--- src/rtl/plugboard_pairing_if.sv ---
// Channel A/B letter strobes plus configuration and status signals of the plugboard stage.
interface plugboard_pairing_if;
  logic        cfg_mode;
  logic        clear_pairs;
  logic        a_valid;
  logic [25:0] a_in;
  logic        a_out_valid;
  logic [25:0] a_out;
  logic        b_valid;
  logic [25:0] b_in;
  logic        b_out_valid;
  logic [25:0] b_out;
  logic [3:0]  pair_count;
  logic        pending;
  logic [25:0] pending_letter;
  logic        err;
  logic [1:0]  err_code;

  modport master (
    output cfg_mode, clear_pairs, a_valid, a_in, b_valid, b_in,
    input  a_out_valid, a_out, b_out_valid, b_out,
           pair_count, pending, pending_letter, err, err_code
  );

  modport slave (
    input  cfg_mode, clear_pairs, a_valid, a_in, b_valid, b_in,
    output a_out_valid, a_out, b_out_valid, b_out,
           pair_count, pending, pending_letter, err, err_code
  );
endinterface

--- src/rtl/plugboard_pairing.sv ---
// Registered Steckerbrett: two lookup lanes over a shared swap map, plus the
// channel-A pair-configuration FSM that builds the map at runtime.
module plugboard_lane #(
  parameter int VEC_W = 26
) (
  input  logic [VEC_W-1:0]      letter,
  input  logic [VEC_W-1:0][4:0] map,
  output logic [VEC_W-1:0]      sub
);
  always_comb begin
    sub = '0;
    if ($onehot(letter))
      for (int i = 0; i < VEC_W; i++)
        if (letter[i]) sub = VEC_W'(1) << map[i];
  end
endmodule

module plugboard_pairing #(
  parameter int MAX_PAIRS = 10
) (
  input logic             CLOCK_50,
  input logic             reset,
  plugboard_pairing_if.slave bus
);
  localparam int NUM_LANES = 2;
  localparam int VEC_W     = 26;

  typedef enum logic [1:0] {RUN, WAIT_FIRST, WAIT_SECOND} state_t;

  state_t                          state;
  logic [VEC_W-1:0][4:0]           map_q;
  logic [4:0]                      first_idx;
  logic [NUM_LANES-1:0][VEC_W-1:0] lane_in, lane_sub;
  logic                            key_oh;
  logic [4:0]                      key_idx;

  // lane 0 = channel A, lane 1 = channel B
  assign lane_in = {bus.b_in, bus.a_in};

  for (genvar g = 0; g < NUM_LANES; g++) begin : g_lane
    plugboard_lane #(.VEC_W(VEC_W)) u_lane (
      .letter (lane_in[g]),
      .map    (map_q),
      .sub    (lane_sub[g])
    );
  end

  always_comb begin
    key_oh  = $onehot(bus.a_in);
    key_idx = '0;
    for (int i = 0; i < VEC_W; i++)
      if (bus.a_in[i]) key_idx = 5'(i);
  end

  always_ff @(posedge CLOCK_50) begin
    if (reset) begin
      state              <= RUN;
      for (int i = 0; i < VEC_W; i++) map_q[i] <= 5'(i);
      first_idx          <= '0;
      bus.a_out_valid    <= 1'b0;
      bus.a_out          <= '0;
      bus.b_out_valid    <= 1'b0;
      bus.b_out          <= '0;
      bus.pair_count     <= '0;
      bus.pending        <= 1'b0;
      bus.pending_letter <= '0;
      bus.err            <= 1'b0;
      bus.err_code       <= '0;
    end else begin
      bus.a_out_valid <= bus.a_valid & ~bus.cfg_mode;
      if (bus.a_valid && !bus.cfg_mode) bus.a_out <= lane_sub[0];
      bus.b_out_valid <= bus.b_valid;
      if (bus.b_valid) bus.b_out <= lane_sub[1];
      bus.err <= 1'b0;

      if (bus.clear_pairs) begin
        for (int i = 0; i < VEC_W; i++) map_q[i] <= 5'(i);
        bus.pair_count     <= '0;
        bus.pending        <= 1'b0;
        bus.pending_letter <= '0;
        state              <= bus.cfg_mode ? WAIT_FIRST : RUN;
      end else if (!bus.cfg_mode) begin
        state              <= RUN;
        bus.pending        <= 1'b0;
        bus.pending_letter <= '0;
      end else begin
        if (state == RUN) state <= WAIT_FIRST;
        if (bus.a_valid) begin
          if (!key_oh) begin
            bus.err      <= 1'b1;
            bus.err_code <= 2'd1;
          end else if (state != WAIT_SECOND) begin
            // a key arriving on the cfg_mode rising edge counts as a first letter
            if (bus.pair_count == 4'(MAX_PAIRS)) begin
              bus.err      <= 1'b1;
              bus.err_code <= 2'd3;
            end else if (map_q[key_idx] != key_idx) begin
              bus.err      <= 1'b1;
              bus.err_code <= 2'd2;
            end else begin
              state              <= WAIT_SECOND;
              first_idx          <= key_idx;
              bus.pending        <= 1'b1;
              bus.pending_letter <= bus.a_in;
            end
          end else if (map_q[key_idx] != key_idx || key_idx == first_idx) begin
            bus.err      <= 1'b1;
            bus.err_code <= 2'd2;
          end else begin
            map_q[first_idx]   <= key_idx;
            map_q[key_idx]     <= first_idx;
            bus.pair_count     <= bus.pair_count + 4'd1;
            bus.pending        <= 1'b0;
            bus.pending_letter <= '0;
            state              <= WAIT_FIRST;
          end
        end
      end
    end
  end
endmodule

--- src/flat_wrapper.sv ---
// flat-port wrapper written by rule: the top's interface ports become plain ports
module plugboard_pairing_flat 
#(
  parameter int MAX_PAIRS = 10
)
  (CLOCK_50, reset, bus_cfg_mode, bus_clear_pairs, bus_a_valid, bus_a_in, bus_b_valid, bus_b_in, bus_a_out_valid, bus_a_out, bus_b_out_valid, bus_b_out, bus_pair_count, bus_pending, bus_pending_letter, bus_err, bus_err_code);
  plugboard_pairing_if bus_i ();
  input logic CLOCK_50;
  input logic reset;
  input wire logic [$bits(bus_i.cfg_mode)-1:0] bus_cfg_mode;
  input wire logic [$bits(bus_i.clear_pairs)-1:0] bus_clear_pairs;
  input wire logic [$bits(bus_i.a_valid)-1:0] bus_a_valid;
  input wire logic [$bits(bus_i.a_in)-1:0] bus_a_in;
  input wire logic [$bits(bus_i.b_valid)-1:0] bus_b_valid;
  input wire logic [$bits(bus_i.b_in)-1:0] bus_b_in;
  output wire logic [$bits(bus_i.a_out_valid)-1:0] bus_a_out_valid;
  output wire logic [$bits(bus_i.a_out)-1:0] bus_a_out;
  output wire logic [$bits(bus_i.b_out_valid)-1:0] bus_b_out_valid;
  output wire logic [$bits(bus_i.b_out)-1:0] bus_b_out;
  output wire logic [$bits(bus_i.pair_count)-1:0] bus_pair_count;
  output wire logic [$bits(bus_i.pending)-1:0] bus_pending;
  output wire logic [$bits(bus_i.pending_letter)-1:0] bus_pending_letter;
  output wire logic [$bits(bus_i.err)-1:0] bus_err;
  output wire logic [$bits(bus_i.err_code)-1:0] bus_err_code;
  assign bus_i.cfg_mode = bus_cfg_mode;
  assign bus_i.clear_pairs = bus_clear_pairs;
  assign bus_i.a_valid = bus_a_valid;
  assign bus_i.a_in = bus_a_in;
  assign bus_i.b_valid = bus_b_valid;
  assign bus_i.b_in = bus_b_in;
  assign bus_a_out_valid = bus_i.a_out_valid;
  assign bus_a_out = bus_i.a_out;
  assign bus_b_out_valid = bus_i.b_out_valid;
  assign bus_b_out = bus_i.b_out;
  assign bus_pair_count = bus_i.pair_count;
  assign bus_pending = bus_i.pending;
  assign bus_pending_letter = bus_i.pending_letter;
  assign bus_err = bus_i.err;
  assign bus_err_code = bus_i.err_code;
  plugboard_pairing #(.MAX_PAIRS(MAX_PAIRS)) u_core (.CLOCK_50(CLOCK_50), .reset(reset), .bus(bus_i));
endmodule
--- config.mk ---
export PLATFORM = sky130hd
export DESIGN_NAME = plugboard_pairing_flat
export DESIGN_NICKNAME = d
export VERILOG_FILES = /design/src/rtl/plugboard_pairing_if.sv /design/src/rtl/plugboard_pairing.sv /design/src/flat_wrapper.sv
export SDC_FILE = /design/constraint.sdc
export NUM_CORES = 2
export LEC_CHECK = 0
export ABC_AREA = 1
export BUFFER_PORTS_ARGS = -buffer_cell sky130_fd_sc_hd__buf_2
export CAP_MARGIN = 20
export CORE_MARGIN = 1
export CORE_UTILIZATION = 50
export CTS_BUF_LIST = sky130_fd_sc_hd__clkbuf_2 sky130_fd_sc_hd__clkbuf_4 sky130_fd_sc_hd__clkbuf_8
export CTS_CLUSTER_SIZE = 8
export DETAILED_ROUTE_END_ITERATION = 8
export PLACE_DENSITY = 0.76
export SLEW_MARGIN = 5
export SYNTH_ARGS = -nofsm -noshare
export SYNTH_HDL_FRONTEND = slang
export SYNTH_HIERARCHICAL = 1
export SYNTH_SLANG_ARGS = --single-unit
export TNS_END_PERCENT = 20
--- constraint.sdc ---
create_clock -name CLOCK_50 -period 9.9 [get_ports CLOCK_50]
set_input_delay 0.99 -clock CLOCK_50 [delete_from_list [all_inputs] [get_ports CLOCK_50]]
set_output_delay 0.99 -clock CLOCK_50 [all_outputs]
set_load 0.01 [all_outputs]
==> results.cfg <==
[die]
die_y_um = 267
io_pins = 146
dieWidth_um = 267
dieArea_mm2 = 0.0715
core_area_mm2 = 0.0692
rows = 96
initial_core_util_pct = 50.9

[placement]
place.gp.congestion = 1.01
hpwl_um = 108000
dp_cells = 7484
port_buffers = 145

[power]
p_leak_nw = 15.6
total_power_mw = 3.66
power_density_mw_per_mm2 = 100
max-vdd-ir-drop_v = 0.000206

[critical_path]
end_kind = flip-flop
crit_type = primary input to flip-flop
required_ns = 10.29
crit_top_cell = fa_1
crit_path_max_fanout = 99
cp-start-kind = primary input
cp_num_buf_inv = 8
cpPeakStageDelay_ns = 0.76
critPathTopFamily = adder cells
crit_slowest_cell = buf_4
cp_data_arrival_time_ns = 7.88

[sta]
fin_crit_ns = 7.49
finClkSkew_ns = 0.0895
setup_viol = 0
max_slew.worst_pin.slew_ns = 1.11
grt_setup_unrepaired = false
tns_ns = 0
slew_headroom_pct = 25.9
drv_slew = 0
fin_crit_sh_pct = 75.6
hold_viol_final = 0
fmax_mhz = 134
worst_hold_slack_ns = 0.457

[clock_tree]
holdBufCountCts = 0
cts_made_buffers = 40
post_cts.repair.setup_buffers = 0
clockBufferDepth = 3
ctsResizeCount = 0
clock_latency_ns = 0.63
cts_max_level = 2
clk_pin_slew_ns = 0.07
ctsRootBufferMaster = clkbuf_8
cts_sinks = 225
cts_tree = yes

[route]
drt-total-wl_um = 144000
vias_per_cell = 6.29
vias = 47500
first_iter_violations = 7504
drt_first_pass_iters = 9
ant_nets = 0
remaining_drc_errors = 0
drt-wirelength-per-cell_um = 19.1

[global_route]
grt_first_pass_wirelength_um = 223000
antenna_found_initial = 5
grt_max_degree = 100
grt_overflow_total = 0
track_usage_pct = 38.6
grt_pass1_vias = 41400

[yosys]
yosysWarnings = 6
syn-cell-area_mm2 = 0.0352
syn_nets = 6896
ys_seq_elements = 225
synth_ff_type = dfxtp_1
ys_seq_area_share_pct = 12.8
synth-edff-count = 0
synth_area_per_cell_um2 = 5.21
synth_cell_types = 47
synthCells = 6755
async_flop_share_pct = 0

[finish]
fill_cells = 7389
multi_input_area_mm2 = 0.0263
layout.area.seq_mm2 = 0.00450
final_nets = 6737
mostFrequentLayoutCell = nand2_1
fin_util_pct = 52.9
layout-area-overhead-vs-synth_pct = 4.00
layout-drive-gt1-share_pct = 5.56
instances_no_fill = 7552
layout_common_cells = nand2_1 (1720), nand3_1 (1212), nor2_1 (732)

[run_status]
status = complete, no violations

[hold_path]
hold_path_class = flip-flop to flip-flop

[run]
maxCapViolCount = 0
[state kept, by name, indices dropped and copies added, names as in the netlist]
signal	flops
u_core/bus.pending	1
u_core/bus.pair_count	4
u_core/bus.a_out	26
u_core/bus.b_out	26
u_core/map_q	130
u_core/bus.err_code	2
u_core/bus.b_out_valid	1
u_core/bus.a_out_valid	1
u_core/first_idx	5
u_core/bus.pending_letter	26
u_core/bus.err	1
u_core/state	2
[cell usage after synthesis (3+ instances only)]
cell type,n,area (µm²)
nand4_1,149,932
buf_2,86,430
o211ai_1,18,135
buf_6,7,78.8
nand3_2,4,40.0
buf_4,22,165
xnor2_1,3,26.3
nor2_1,734,2760
fa_1,54,1080
o21ai_0,394,1970
inv_2,52,195
nor3_2,10,100
a21oi_1,410,2050
clkbuf_1,252,946
a31oi_1,31,194
a211oi_1,28,210
clkbuf_4,4,30.0
ha_1,29,363
a22oi_1,42,315
clkinv_1,46,173
nand3b_1,41,308
a41oi_1,6,52.6
o31ai_1,48,360
buf_1,23,86.3
o21ai_1,41,205
dfxtp_1,225,4500
inv_1,627,2350
o221ai_1,4,35.0
nand2_1,1720,6460
nand2_2,5,31.3
nor3_1,184,921
nand3_1,1212,6070
nor2_4,5,56.3
nor4_1,144,901
o22ai_1,56,350
nor2_2,16,100
a21oi_2,7,61.3
[final timing paths]
path,startpoint,to,slack [ns],cells after the start
setup / recovery,bus_a_in[21],u_core/map_q[71],2.41,27
hold / removal,u_core/state[1],u_core/state[1],0.46,2
setup reg to reg,u_core/map_q[3],u_core/bus.a_out[13],5.18,30
hold reg to reg,u_core/state[1],u_core/state[1],0.46,2
[metrics by stage]
stage | instance area, µm² | setup WS (ns)
after floorplan | 35200 | 3.67
final | 36600 | 2.41
after global placement | 35700 | 2.12
after detailed placement | 35700 | 2.01
after global routing | 36600 | 2.03
after CTS | 36600 | 2.56
[report_power, final]
part           leakage [nW]  internal, mW  switching (mW)  total [mW]
Combinational          13.3         0.607            1.16        1.77
Clock                 0.445         0.533           0.423       0.956
Sequential             1.82         0.931          0.0114       0.942
[cell families (layout without fill, tap and decap cells)]
logic type / Yosys count / in the layout / share of synthesized area, %
adder cells (fa/ha/maj): 83 / 83 / 4.10
AO/OA/AOI/OAI: 1095 / 1095 / 17.2
other: 0 / 2 / 0
AND/OR/NAND/NOR: 4228 / 4228 / 53.2
buffers and inverters: 1119 / 983 / 12.7
flip-flops: 225 / 225 / 12.8
XOR/XNOR: 5 / 5 / 0.124
[tightest hold or removal path: stages, from the launching register on]
cell and delay (ns):
dfxtp_1 0.30, inv_1 0.06, a21oi_1 0.06
[metal layers]
layer,part of all wire [%],vias to the layer above,global-route usage (%)
li1,-,22500,-
met3,12,626,8.64
met5,0.016,-,0
met1,39,21200,49.3
met2,43,3205,60.2
met4,5.7,4,20.8
[layout make-up]
cell class	instances	share of cell area, %
clock inverters	8	0.301
flip-flops and latches	225	12.3
diodes	2	0.0137
multi-input cells	5411	71.7
repair buffers	193	3.02
clock buffers	57	2.02
well taps	931	3.18
inverters	725	7.43
(Power assumes the default switching activity.)
